$ cat src/rtl/regfile_pkg.sv
// Shared constants and helpers for the multi-port register file.
package regfile_pkg;

    localparam int DEF_DATA_W = 32;
    localparam int DEF_ADDR_W = 5;
    localparam int DEF_NUM_RD = 2;

    // Index of the hardwired zero register.
    localparam int REG_ZERO = 0;

    // Bit offset of read port k inside a flattened bus of w-bit fields.
    function automatic int rd_off(input int k, input int w);
        return k * w;
    endfunction

endpackage

$ cat src/rtl/regfile_sb_scoreboard.sv
// Per-register busy scoreboard: issue sets, writeback clears, issue wins ties.
module regfile_scoreboard
    import regfile_pkg::*;
#(
    parameter int ADDR_W   = DEF_ADDR_W,
    parameter bit ZERO_REG = 1'b1
) (
    input  logic                  clock,
    input  logic                  reset,
    input  logic                  iss_en,
    input  logic [ADDR_W-1:0]     iss_sel,
    input  logic                  wr0_en,
    input  logic [ADDR_W-1:0]     wr0_sel,
    input  logic                  wr1_en,
    input  logic [ADDR_W-1:0]     wr1_sel,
    output logic [(1<<ADDR_W)-1:0] busy,
    output logic [ADDR_W:0]       busy_cnt
);

    localparam int DEPTH = 1 << ADDR_W;
    localparam int CNT_W = ADDR_W + 1;

    logic [DEPTH-1:0] busy_q;
    logic [DEPTH-1:0] busy_d;
    logic [CNT_W-1:0] busy_cnt_q;
    logic [CNT_W-1:0] busy_cnt_d;

    genvar gi;
    generate
        for (gi = 0; gi < DEPTH; gi++) begin : g_bit
            localparam logic [ADDR_W-1:0] IDX = ADDR_W'(gi);
            logic bit_d;

            // Next busy state for one register: issue beats clear, otherwise hold.
            always_comb begin
                bit_d = busy_q[gi];
                if ((wr0_en && wr0_sel == IDX) || (wr1_en && wr1_sel == IDX)) begin
                    bit_d = 1'b0;
                end
                if (iss_en && iss_sel == IDX) begin
                    bit_d = 1'b1;
                end
                if (ZERO_REG && gi == REG_ZERO) begin
                    bit_d = 1'b0;
                end
            end

            assign busy_d[gi] = bit_d;
        end
    endgenerate

    // Population count of the next busy vector so the count tracks it exactly.
    always_comb begin
        busy_cnt_d = '0;
        for (int i = 0; i < DEPTH; i++) begin
            busy_cnt_d = busy_cnt_d + CNT_W'(busy_d[i]);
        end
    end

    // Busy vector and count registers; reset discards all pending writes.
    always_ff @(posedge clock) begin
        if (reset) begin
            busy_q     <= '0;
            busy_cnt_q <= '0;
        end else begin
            busy_q     <= busy_d;
            busy_cnt_q <= busy_cnt_d;
        end
    end

    assign busy     = busy_q;
    assign busy_cnt = busy_cnt_q;

endmodule

$ cat src/rtl/regfile_sb.sv
// Multi-port register file with dual writeback, optional bypass, zero register
// and a busy scoreboard used by decode for hazard stalls.
module regfile_sb
    import regfile_pkg::*;
#(
    parameter int DATA_W   = DEF_DATA_W,
    parameter int ADDR_W   = DEF_ADDR_W,
    parameter int NUM_RD   = DEF_NUM_RD,
    parameter bit ZERO_REG = 1'b1,
    parameter bit BYPASS   = 1'b1
) (
    input  logic                     clock,
    input  logic                     reset,
    input  logic [NUM_RD*ADDR_W-1:0] rd_sel,
    output logic [NUM_RD*DATA_W-1:0] rd_data,
    output logic [NUM_RD-1:0]        rd_busy,
    input  logic                     wr0_en,
    input  logic [ADDR_W-1:0]        wr0_sel,
    input  logic [DATA_W-1:0]        wr0_data,
    input  logic                     wr1_en,
    input  logic [ADDR_W-1:0]        wr1_sel,
    input  logic [DATA_W-1:0]        wr1_data,
    input  logic                     iss_en,
    input  logic [ADDR_W-1:0]        iss_sel,
    output logic [ADDR_W:0]          busy_cnt
);

    localparam int DEPTH = 1 << ADDR_W;
    localparam logic [ADDR_W-1:0] ZSEL = ADDR_W'(REG_ZERO);

    logic [DATA_W-1:0] mem_q [DEPTH];
    logic [DATA_W-1:0] mem_d [DEPTH];
    logic [DEPTH-1:0]  busy;
    logic              wr0_ok;
    logic              wr1_ok;

    // Writes aimed at the hardwired zero register are dropped.
    always_comb begin
        wr0_ok = wr0_en && !(ZERO_REG && wr0_sel == ZSEL);
        wr1_ok = wr1_en && !(ZERO_REG && wr1_sel == ZSEL);
    end

    // Next array contents: port 1 applied last so it wins a same-register collision.
    always_comb begin
        mem_d = mem_q;
        if (wr0_ok) begin
            mem_d[wr0_sel] = wr0_data;
        end
        if (wr1_ok) begin
            mem_d[wr1_sel] = wr1_data;
        end
    end

    // Register array; reset clears every entry and overrides same-cycle writes.
    always_ff @(posedge clock) begin
        if (reset) begin
            mem_q <= '{default: '0};
        end else begin
            mem_q <= mem_d;
        end
    end

    regfile_scoreboard #(
        .ADDR_W   (ADDR_W),
        .ZERO_REG (ZERO_REG)
    ) u_scoreboard (
        .clock    (clock),
        .reset    (reset),
        .iss_en   (iss_en),
        .iss_sel  (iss_sel),
        .wr0_en   (wr0_en),
        .wr0_sel  (wr0_sel),
        .wr1_en   (wr1_en),
        .wr1_sel  (wr1_sel),
        .busy     (busy),
        .busy_cnt (busy_cnt)
    );

    genvar gi;
    generate
        for (gi = 0; gi < NUM_RD; gi++) begin : g_rd
            logic [ADDR_W-1:0] port_sel;
            logic [DATA_W-1:0] port_data;
            logic              port_busy;
            logic              hit0;
            logic              hit1;

            assign port_sel = rd_sel[rd_off(gi, ADDR_W) +: ADDR_W];

            // Read mux: stored value, then bypass (port 1 first), then zero-register override.
            always_comb begin
                hit0      = BYPASS && wr0_en && (wr0_sel == port_sel);
                hit1      = BYPASS && wr1_en && (wr1_sel == port_sel);
                port_data = mem_q[port_sel];
                port_busy = busy[port_sel];
                if (hit1) begin
                    port_data = wr1_data;
                    port_busy = 1'b0;
                end else if (hit0) begin
                    port_data = wr0_data;
                    port_busy = 1'b0;
                end
                if (ZERO_REG && port_sel == ZSEL) begin
                    port_data = '0;
                    port_busy = 1'b0;
                end
            end

            assign rd_data[rd_off(gi, DATA_W) +: DATA_W] = port_data;
            assign rd_busy[gi]                           = port_busy;
        end
    endgenerate

endmodule

$ cat config.mk
export PLATFORM = sky130hd
export DESIGN_NAME = regfile_sb
export DESIGN_NICKNAME = d
export VERILOG_FILES = /design/src/rtl/regfile_pkg.sv /design/src/rtl/regfile_sb_scoreboard.sv /design/src/rtl/regfile_sb.sv
export SDC_FILE = /design/constraint.sdc
export NUM_CORES = 2
export LEC_CHECK = 0
export CAP_MARGIN = 20
export CORE_MARGIN = 2
export CORE_UTILIZATION = 25
export CTS_BUF_LIST = sky130_fd_sc_hd__clkbuf_4
export CTS_CLUSTER_DIAMETER = 200
export DETAILED_ROUTE_END_ITERATION = 10
export PLACE_DENSITY = 0.42
export SLEW_MARGIN = 20
export SYNTH_ARGS = -nofsm -noshare
export SYNTH_HDL_FRONTEND = slang
export SYNTH_SLANG_ARGS = --single-unit
$ cat constraint.sdc
create_clock -name clock -period 14.75 [get_ports clock]
set_input_delay 4.425 -clock clock [delete_from_list [all_inputs] [get_ports clock]]
set_output_delay 4.425 -clock clock [all_outputs]
set_load 0.05 [all_outputs]
==> metrics.md <==
| Metric | Value |
|---|---|
| Status | `completed` |
| Worst skew pair latency | `1.20 ns` |
| Dpl hpwl | `218300 um` |
| # IOs | `166` |
| Antenna violations before repair | `35` |
| Root Buffer | `clkbuf_4` |
| Routability cong. | `0.8784` |
| CTS tree | `yes` |
| Met2 wire len | `156900 um` |
| Fin. max-slew vios | `0` |
| Top-area cell type share of the netlist area | `32.42%` |
| Critical path required time | `10.32 ns` |
| Total number of vias | `62760` |
| Async S/R FF share, synth | `0%` |
| 1st-iter DRT viols | `8471` |
| RSZ-0062 raised after global routing | `no` |
| Vias/cell | `6.098` |
| IO Port Bufs | `165` |
| Synthesized area per cell | `9.644 um^2` |
| Core Rows | `187` |
| Post-CTS Setup Bufs | `0` |
| Total clock sinks | `1061` |
| TritonCTS buffer count | `317` |
| CP max stage cell | `or2_2` |
| Area after DPL | `70330 um^2` |
| Core area | `260200 um^2` |
| Largest net degree at the start of global routing | `172` |
| CTS Hold Buffers Added | `0` |
| Crit path largest cell delay | `0.86 ns` |
| Filler cells | `27290` |
| Slew HR | `18.65%` |
| Gr usage total | `27.04%` |
| Die H | `515.9 um` |
| Element type at the critical path end | `primary output` |
| Synth Register Bits | `1061` |
| WL/cell | `36.19 um` |
| Crit path cell chain | `buf_6 > or2_2 > buf_4 > o221ai_1 > a21oi_1 > a211oi_1 > o32ai_1 > buf_4 > clkdlybuf4s50_1` |
| Setup TNS | `0 ns` |
| Post-synth top area cell | `dfxtp_1` |
| Startpoint Class | `primary input` |
| CP most frequent cell | `buf_4` |
| Fin nets | `6717` |
| Total Wirelength | `372500 um` |
| Worst hold-check path type | `reg -> reg` |
| Top_reg_cell synth | `dfxtp_1` |
| Chip width | `515.9 um` |
| Top cells by area, synth | `dfxtp_1 (32%), mux2i_1 (13%), mux4_2 (13%), a211oi_1 (12%), nor2_1 (6.1%)` |
| FF+latch area | `21240 um^2` |
| CTS max path bufs | `4` |
| Routed length on met1 | `155400 um` |
| Fraction of layout cells with a size suffix above 1 | `19.85%` |
| DRC viols | `0` |
| Yosys synthesis warning count | `0` |
| Mapped Cells | `6794` |
| Routed met3 length | `38640 um` |
| Crit-path max FO | `44` |
| Post-route ant nets | `0` |
| Cts repair resizes | `0` |
| Final Setup Violations | `0` |
| Slew @ Worst Pin | `1.217 ns` |
| Static Leakage | `0.02941 uW` |
| Max Fclk | `75.23 MHz` |
| Initial Utilization | `25.18%` |
| WS Path Type | `in -> out` |
| Peak supply drop | `0.00007013 V` |
| Post-Syn Nets | `6920` |
| Pre-antenna DRT Iters | `6` |
| Multi-input logic area | `40600 um^2` |
| Clock Pin Slew Worst Setup and Hold Paths | `0.06 ns` |
| Design Area, Final | `74160 um^2` |
| Die area | `266200 um^2` |
| Count of different cell masters after synthesis | `55` |
| GRT overflow | `0` |
| MaxCap Viol Count | `0` |
| Layout area overhead | `13.18%` |
| EDFF count, synth | `0` |
| Clock Skew | `0.04245 ns` |
| Final period util | `90.12%` |
| First-pass GRT wire length | `509000 um` |
| Top layer in use | `met5` |
| CTS H-tree lvls | `5` |
| Pwr per Cell Area | `94.74 nW/um^2` |
| Final Hold Fails | `0` |
| Critical path arrival | `8.87 ns` |
| Register area share after synthesis | `32.42%` |
| Vias in the first global route | `59850` |
| Synthesized area | `65520 um^2` |
| Fin crit period | `13.29 ns` |
==> worst max-delay path, delay by kind of cell <==
kind | cells | cell delay [ns]
simple gates | 1 | 0.86
compound gates | 4 | 1.38
buf+inv | 4 | 2.07
==> routing by layer <==
layer	global-route usage (%)	vias to the layer above
met3	6.766	972
met5	0	-
met1	36.43	31750
met2	39.81	4206
met4	13.74	24
li1	-	25810
==> final cells by class <==
cell class / instances / area share (%)
multi-input combinational: 4699 / 54.75
sequential: 1061 / 28.64
tap: 3496 / 5.899
timing repair buffer: 415 / 5.063
clock buffer: 448 / 4.535
clock inverter: 62 / 0.5770
inverter: 97 / 0.4910
antenna: 14 / 0.04724
==> kinds of logic after synthesis <==
kind of cell / count (synthesis) / synth area share (%)
compound gates: 1920 / 22.91
simple gates: 1371 / 8.561
mux: 1354 / 28.13
flops: 1061 / 32.42
buf+inv: 1034 / 6.815
fa+ha+maj: 32 / 0.8746
xor+xnor: 22 / 0.2941
==> path summary, 6_finish.rpt <==
| path | cells after the start | slack, ns | startpoint | endpoint |
|---|---|---|---|---|
| worst max-delay path | 9 | 1.46 | rd_sel[2] | rd_data[12] |
| worst min-delay path | 1 | 0.48 | mem_q[998] | mem_q[998] |
| worst max register to register | 18 | 9.23 | u_scoreboard.busy[2] | u_scoreboard.busy_cnt[4] |
| worst min register to register | 1 | 0.48 | mem_q[998] | mem_q[998] |
==> through the flow <==
stage | worst slack (ns) | power [uW] | util [%] | instances | hold slack (ns)
floorplan | 3.417 | 3630 | - | 6794 | 0.4509
global placement | 1.417 | 4061 | 27.02 | 9767 | 0.4635
detailed placement | 1.616 | 4065 | 27.03 | 9768 | 0.4697
CTS | 1.619 | 7032 | 28.49 | 10280 | 0.4796
global route | 1.477 | 7222 | 28.49 | 10280 | 0.4899
finish | 1.457 | 7026 | 28.50 | 10290 | 0.4820
==> power by group <==
part | leakage (uW) | internal, uW | switching (uW)
Clock | 0.00226 | 1500 | 1490
Sequential | 0.00857 | 2920 | 43.3
Combinational | 0.0186 | 334 | 733
Total | 0.0294 | 4760 | 2270
==> state kept, by name, indices dropped and copies added, names as in the netlist <==
register	count
mem_q	1024
u_scoreboard.busy	31
u_scoreboard.busy_cnt	6
==> synthesized netlist by cell type (4+ instances only) <==
master     instances
inv_1             97
nor3b_1            7
ha_1               9
buf_2            165
buf_1             28
mux2i_1          856
nand2b_1           6
nor2b_1           58
a32o_1            12
a2111oi_0         22
dfxtp_1         1061
nor3_1            71
a2111oi_2         10
xnor2_1           17
a31oi_1           65
a221oi_1          30
o22ai_1           35
o221ai_1          90
a21oi_1           59
mux4_2           378
buf_6             23
xor2_1             5
fa_1              23
and3_1             4
nand2_2            6
clkbuf_1         665
nand2_1           96
o32ai_1           64
a211oi_1        1050
a22o_1            31
nor2_1          1063
a2bb2oi_1        397
a32oi_1           20
nand3_1           35
buf_4             54
mux2_2           120
o21ai_0           27
and3b_1            5
==> cells in the final DEF (no fill, tap or decap), types with 6 or more instances in the layout <==
| cell | synthesis | routed |
|---|---|---|
| dfxtp_1 | 1061 | 1061 |
| a221oi_1 | 30 | 30 |
| a32o_1 | 12 | 12 |
| nor3_1 | 71 | 69 |
| a31oi_1 | 65 | 65 |
| a211oi_1 | 1050 | 1050 |
| buf_4 | 54 | 239 |
| mux2i_1 | 856 | 856 |
| clkbuf_4 | 0 | 448 |
| o21ai_0 | 27 | 27 |
| nor2_1 | 1063 | 1060 |
| nor2b_1 | 58 | 55 |
| xnor2_1 | 17 | 17 |
| nand3_4 | 0 | 31 |
| clkinv_1 | 0 | 46 |
| clkdlybuf4s50_1 | 0 | 152 |
| nand2_4 | 0 | 32 |
| a21oi_1 | 59 | 59 |
| a2111oi_1 | 2 | 6 |
| mux2_2 | 120 | 120 |
| diode_2 | 0 | 14 |
| a2111oi_2 | 10 | 11 |
| a22o_1 | 31 | 31 |
| a2bb2oi_1 | 397 | 397 |
| mux4_2 | 378 | 378 |
| o32ai_1 | 64 | 62 |
| inv_1 | 97 | 96 |
| buf_12 | 0 | 16 |
| nand2_1 | 96 | 53 |
| a32oi_1 | 20 | 20 |
| ha_1 | 9 | 9 |
| a2111oi_0 | 22 | 17 |
| o22ai_1 | 35 | 35 |
| fa_1 | 23 | 23 |
| o221ai_1 | 90 | 90 |
| nand2_2 | 6 | 17 |
| bufinv_16 | 0 | 7 |
(Power assumes the default switching activity.)
